<file path="src/rtl/mux_arbiter_pkg.sv">
// mux_arb_pkg: shared widths, park code and FSM state type for mux_arbiter
package mux_arb_pkg;
  localparam int N_REQ = 7;
  localparam int SEL_W = 3;
  localparam logic [SEL_W-1:0] SEL_PARK = 3'b111;
  localparam int HOLD_W = 4;
  typedef enum logic {IDLE, GRANT} state_t;
endpackage

</file>
<file path="src/rtl/mux_arbiter_if.sv">
// mux_arbiter_if: arbiter bus; master=arbiter (req_in in; grant_out/sel_out/en_out/hold_cnt_out out), slave=requester side
interface mux_arbiter_if;
  import mux_arb_pkg::*;
  logic [N_REQ-1:0] req_in;
  logic [N_REQ-1:0] grant_out;
  logic [SEL_W-1:0] sel_out;
  logic en_out;
  logic [HOLD_W-1:0] hold_cnt_out;
  modport master(input req_in, output grant_out, sel_out, en_out, hold_cnt_out);
  modport slave(output req_in, input grant_out, sel_out, en_out, hold_cnt_out);
endinterface

</file>
<file path="src/rtl/mux_arbiter_rr_pick.sv">
// rr_pick: first set bit of mask searching upward from start, wrapping 6->0; ports mask, start in; valid, idx out
module rr_pick
  import mux_arb_pkg::*;
(
  input  logic [N_REQ-1:0] mask,
  input  logic [SEL_W-1:0] start,
  output logic             valid,
  output logic [SEL_W-1:0] idx
);
  logic [SEL_W-1:0] j;
  always_comb begin
    valid = 1'b0;
    idx = '0;
    j = '0;
    for (int k = N_REQ - 1; k >= 0; k--) begin
      j = SEL_W'((int'(start) + k) % N_REQ);
      if (mask[j]) begin
        valid = 1'b1;
        idx = j;
      end
    end
  end
endmodule

</file>
<file path="src/rtl/mux_arbiter.sv">
// mux_arbiter: round-robin 7-way selector arbiter with bounded hold; ports clk, rst_n, bus (mux_arbiter_if.master)
module mux_arbiter
  import mux_arb_pkg::*;
#(
  parameter int MAX_HOLD = 4
) (
  input logic clk,
  input logic rst_n,
  mux_arbiter_if.master bus
);
  state_t state_q, state_d;
  logic [SEL_W-1:0] ptr_q, ptr_d, sel_q, sel_d, start, nxt, pick_idx;
  logic [N_REQ-1:0] grant_q, grant_d, mask;
  logic [HOLD_W-1:0] hold_q, hold_d;
  logic en_q, en_d, pick_v, sat, rel;
  assign nxt = sel_q == SEL_W'(N_REQ - 1) ? '0 : sel_q + 1'b1;
  // masking the owner is harmless on release (its bit is already 0) and required on expiry
  assign start = state_q == IDLE ? ptr_q : nxt;
  assign mask = state_q == IDLE ? bus.req_in : bus.req_in & ~grant_q;
  assign rel = ~|(bus.req_in & grant_q);
  assign sat = hold_q == HOLD_W'(MAX_HOLD);
  rr_pick u_pick (.mask(mask), .start(start), .valid(pick_v), .idx(pick_idx));
  always_comb begin
    state_d = state_q;
    ptr_d = ptr_q;
    grant_d = grant_q;
    sel_d = sel_q;
    en_d = en_q;
    hold_d = hold_q;
    if (state_q == IDLE || rel || (sat && pick_v)) begin
      ptr_d = state_q == GRANT ? nxt : ptr_q;
      state_d = pick_v ? GRANT : IDLE;
      grant_d = pick_v ? N_REQ'(1) << pick_idx : '0;
      sel_d = pick_v ? pick_idx : SEL_PARK;
      en_d = pick_v;
      hold_d = pick_v ? HOLD_W'(1) : '0;
    end else begin
      hold_d = sat ? hold_q : hold_q + 1'b1;
    end
  end
  always_ff @(posedge clk or negedge rst_n) begin
    if (!rst_n) begin
      state_q <= IDLE;
      ptr_q <= '0;
      grant_q <= '0;
      sel_q <= SEL_PARK;
      en_q <= 1'b0;
      hold_q <= '0;
    end else begin
      state_q <= state_d;
      ptr_q <= ptr_d;
      grant_q <= grant_d;
      sel_q <= sel_d;
      en_q <= en_d;
      hold_q <= hold_d;
    end
  end
  assign bus.grant_out = grant_q;
  assign bus.sel_out = sel_q;
  assign bus.en_out = en_q;
  assign bus.hold_cnt_out = hold_q;
  a_onehot: assert property (@(posedge clk) disable iff (!rst_n) $onehot0(grant_q));
  a_en: assert property (@(posedge clk) disable iff (!rst_n) en_q == |grant_q);
  a_sel: assert property (@(posedge clk) disable iff (!rst_n) en_q |-> grant_q == N_REQ'(1) << sel_q);
  a_park: assert property (@(posedge clk) disable iff (!rst_n) en_q |-> sel_q != SEL_PARK);
endmodule

</file>
<file path="src/flat_wrapper.sv">
// flat-port wrapper written by rule: the top's interface ports become plain ports
module mux_arbiter_flat import mux_arb_pkg::*;
#(
  parameter int MAX_HOLD = 4
)
  (clk, rst_n, bus_req_in, bus_grant_out, bus_sel_out, bus_en_out, bus_hold_cnt_out);
  mux_arbiter_if bus_i ();
  input logic clk;
  input logic rst_n;
  input wire logic [$bits(bus_i.req_in)-1:0] bus_req_in;
  output wire logic [$bits(bus_i.grant_out)-1:0] bus_grant_out;
  output wire logic [$bits(bus_i.sel_out)-1:0] bus_sel_out;
  output wire logic [$bits(bus_i.en_out)-1:0] bus_en_out;
  output wire logic [$bits(bus_i.hold_cnt_out)-1:0] bus_hold_cnt_out;
  assign bus_i.req_in = bus_req_in;
  assign bus_grant_out = bus_i.grant_out;
  assign bus_sel_out = bus_i.sel_out;
  assign bus_en_out = bus_i.en_out;
  assign bus_hold_cnt_out = bus_i.hold_cnt_out;
  mux_arbiter #(.MAX_HOLD(MAX_HOLD)) u_core (.clk(clk), .rst_n(rst_n), .bus(bus_i));
endmodule
</file>
<file path="config.mk">
export PLATFORM = sky130hd
export DESIGN_NAME = mux_arbiter_flat
export DESIGN_NICKNAME = d
export VERILOG_FILES = /design/src/rtl/mux_arbiter_pkg.sv /design/src/rtl/mux_arbiter_if.sv /design/src/rtl/mux_arbiter_rr_pick.sv /design/src/rtl/mux_arbiter.sv /design/src/flat_wrapper.sv
export SDC_FILE = /design/constraint.sdc
export NUM_CORES = 1
export LEC_CHECK = 0
export BUFFER_PORTS_ARGS = -buffer_cell sky130_fd_sc_hd__buf_2
export CORE_MARGIN = 1.5
export CORE_UTILIZATION = 66
export DETAILED_ROUTE_END_ITERATION = 10
export PLACE_DENSITY = 0.86
export SYNTH_ARGS = -nofsm -noshare
export SYNTH_HDL_FRONTEND = slang
export SYNTH_SLANG_ARGS = --single-unit
export TNS_END_PERCENT = 20
</file>
<file path="constraint.sdc">
create_clock -name clk -period 15 [get_ports clk]
set_clock_uncertainty 0.15 [all_clocks]
set_input_delay 0.75 -clock clk [delete_from_list [all_inputs] [get_ports clk]]
set_output_delay 0.75 -clock clk [all_outputs]
set_load 0.01 [all_outputs]
</file>
==> results.toml <==
[layout]
multi_input_area_um2 = 2530
fin_nets = 432
diodes = 0
syn2layout_area_growth_pct = 5.33
register_area_um2 = 454
fillers = 347
drive_above_1_share_pct = 15.7

[floorplanning]
start_util_pct = 70.3
die_w_um = 72.0
fp-row-count = 24
die-area_um2 = 5190
io_pins = 24
core_um2 = 4470
die_h_um = 72.0

[synthesis]
synthSimpleGateAreaFrac_pct = 24.1
synth.area.mux_share_pct = 11.1
yosysTopAreaCell = "dfrtp_1"
synthTopCellsByCount = "nand2_1 (46), nor2_1 (27), ha_1 (21)"
netlist_area_um2 = 3140
synth_top_area_share_pct = 11.9
async_flop_share_pct = 100
syn_area_per_cell_um2 = 8.06
yosys_register_bits = 18
synth_ff_type = "dfrtp_1"
post_synth_num_cell_types = 85
yosysSeqAreaShare_pct = 14.4
synthAdderAreaFrac_pct = 8.36
ys_top_cells_by_area = "dfrtp_1 (12%), ha_1 (8.4%), mux2i_1 (5.7%)"
yosysMostFrequentCell = "nand2_1"
synth_warnings = 0
synth_edf_count = 0
synth-xor-area-share_pct = 4.66
netlist_instances = 390
synth-compound-area-share_pct = 32.3
synth_nets = 420
synth_top_family_by_area = "compound AO/OA/AOI/OAI gates"

[drt]
drtIter0Drc = 374
detail-route-antenna-nets = 0
route.vias.total = 3352
routed_via_density = 7.40
first_pass_iters = 5
wire_per_inst_um = 21.0
drc = 0
drt_wl_total_um = 9490

[global_routing]
antenna_found_initial = 0
grt_pass1_vias = 3043
grt_max_degree = 32
grt_pass1_wl_um = 15100
grtUsageTotal_pct = 37.3
overflow = 0

[worst_setup_path]
critPathTopFamily = "compound AO/OA/AOI/OAI gates"
rr_worst_depth = 18
r2r-start = "u_core.bus.en_out$_DFFE_PN0N_"
max_stage_delay_ns = 0.97
crit_buf_inv = 1
worstPathArrival_ns = 5.91
slowest_stage = "dfrtp_1"
path_common_cell = "ha_1"
ff2ff_setup_slack_ns = 9.10
crit_type = "register to register"
critical_path.reg2reg.endpoint = "u_core.bus.grant_out[3]$_DFFE_PN0N_"
critPathLaunchType = "register"
crit_chain = "nor2_1, a31oi_1, inv_1, ha_1, nor2b_1, o21ai_1, xnor2_1, ha_1, ha_1, a21o_1, o21ai_0, nand3_1, nand3_1, o2bb2ai_1, nand2b_1, o311ai_1, o21ai_1, o32ai_1"
cp.required_ns = 15.00
path_max_fanout = 31
endpoint_kind = "register"

[sta]
hold_violations = 0
timing.setup.tns_ns = 0
period_needed_ns = 5.90
drv_slew = 0
setup_viol = 0
rsz0062_at_grt = "no"
max_slew_margin_pct = 32.8
fmax_ghz = 0.169
final.period_utilization_pct = 39.3
worstMarginPinSlew_ns = 0.999

[min_path]
hp-class = "input pin to async pin"

[cts]
clkSinkCount = 18
clkLatencyLatePin_ns = 0.26
cts_tree = "done"
htreeDepth = 1
clockBufferDepth = 2
ctsHoldBuffers = 0
cts_buffers = 3
clockRootBuffer = "clkbuf_8"
post-cts-setup-buffers = 0
cts_resized = 0
clkSlewWorstSetupHoldPaths_ns = 0.07

[run]
cap_violations = 0

[placed_design]
io_buffer_count = 23
gp_congestion = 0.984
place_hpwl_um = 7130

[run_status]
status = "finished, final reports clean"
-- cell families (layout without fill, tap and decap cells) --
family	after synthesis	after routing
AO/OA/AOI/OAI	126	126
XOR/XNOR	15	15
adder cells (fa/ha/maj)	21	21
buffers and inverters	37	48
flip-flops	18	18
multiplexers	27	27
AND/OR/NAND/NOR	146	146
-- state kept, by name, summed over array words and instances, names as in the netlist --
| name | flops |
|---|---|
| u_core.bus.en_out | 1 |
| u_core.bus.grant_out | 7 |
| u_core.bus.hold_cnt_out | 4 |
| u_core.bus.sel_out | 3 |
| u_core.ptr_q | 3 |
-- worst max path at each step --
stage	endpoint	from	cells after the start
after floorplan	u_core.ptr_q[0]$_DFFE_PN0N_	u_core.bus.sel_out[2]$_DFFE_PN1N_	21
after global placement	u_core.ptr_q[0]$_DFFE_PN0N_	u_core.bus.en_out$_DFFE_PN0N_	17
after CTS	u_core.ptr_q[2]$_DFFE_PN0N_	u_core.bus.en_out$_DFFE_PN0N_	17
final	u_core.bus.grant_out[3]$_DFFE_PN0N_	u_core.bus.en_out$_DFFE_PN0N_	18
after global routing	u_core.bus.grant_out[3]$_DFFE_PN0N_	u_core.bus.en_out$_DFFE_PN0N_	18
after detailed placement	u_core.ptr_q[1]$_DFFE_PN0N_	u_core.bus.en_out$_DFFE_PN0N_	18
-- metal layers --
metal	up-vias	routed length, µm	GRT usage [%]
met1	1561	3780	50.8
met4	0	317	14.9
met3	32	1040	4.86
met2	243	4360	60.3
met5	-	0	0
li1	1516	-	-
-- final cells by class --
| cell class | instances | area share [%] |
|---|---|---|
| multi-input cells | 335 | 76.4 |
| flip-flops and latches | 18 | 13.7 |
| clock buffers | 4 | 1.66 |
| repair buffers | 25 | 3.93 |
| well taps | 52 | 1.96 |
| inverters | 19 | 2.30 |
-- per-stage QoR --
| step | util [%] | worst slack (ns) | cells | cell area, µm² | hold WS (ns) |
|---|---|---|---|---|---|
| floorplan | - | 9.96 | 390 | 3140 | 0.304 |
| global placement | 72.8 | 9.57 | 449 | 3260 | 0.375 |
| detailed placement | 72.8 | 9.35 | 449 | 3260 | 0.386 |
| CTS | 74.0 | 9.32 | 453 | 3310 | 0.264 |
| global route | 74.0 | 8.74 | 453 | 3310 | 0.275 |
| finish | 74.0 | 9.10 | 453 | 3310 | 0.251 |
-- cells in the final DEF, fill, tap and decap left out, types with 4 or more instances in the layout --
cell type / netlist / routed
nand3_1: 12 / 12
mux2i_1: 18 / 18
and2_1: 9 / 9
clkbuf_8: 0 / 4
a21oi_1: 15 / 15
nor2_1: 27 / 27
ha_1: 21 / 21
o211ai_1: 5 / 5
nor2b_1: 9 / 9
xnor2_1: 12 / 12
nand2_1: 46 / 46
a311oi_1: 4 / 4
o32ai_1: 6 / 6
a21o_1: 5 / 5
a21boi_0: 5 / 5
dfrtp_1: 15 / 15
nor3_1: 11 / 11
mux4_2: 5 / 5
o21ai_0: 16 / 16
nand3b_1: 5 / 5
a22oi_1: 5 / 5
a22o_1: 4 / 4
inv_1: 15 / 15
nand2b_1: 5 / 5
buf_2: 6 / 23
or3_1: 5 / 5
Power is left out: the tool's default activity adds up to more than one toggle a clock period on the data nets, which glitch-free logic cannot reach.
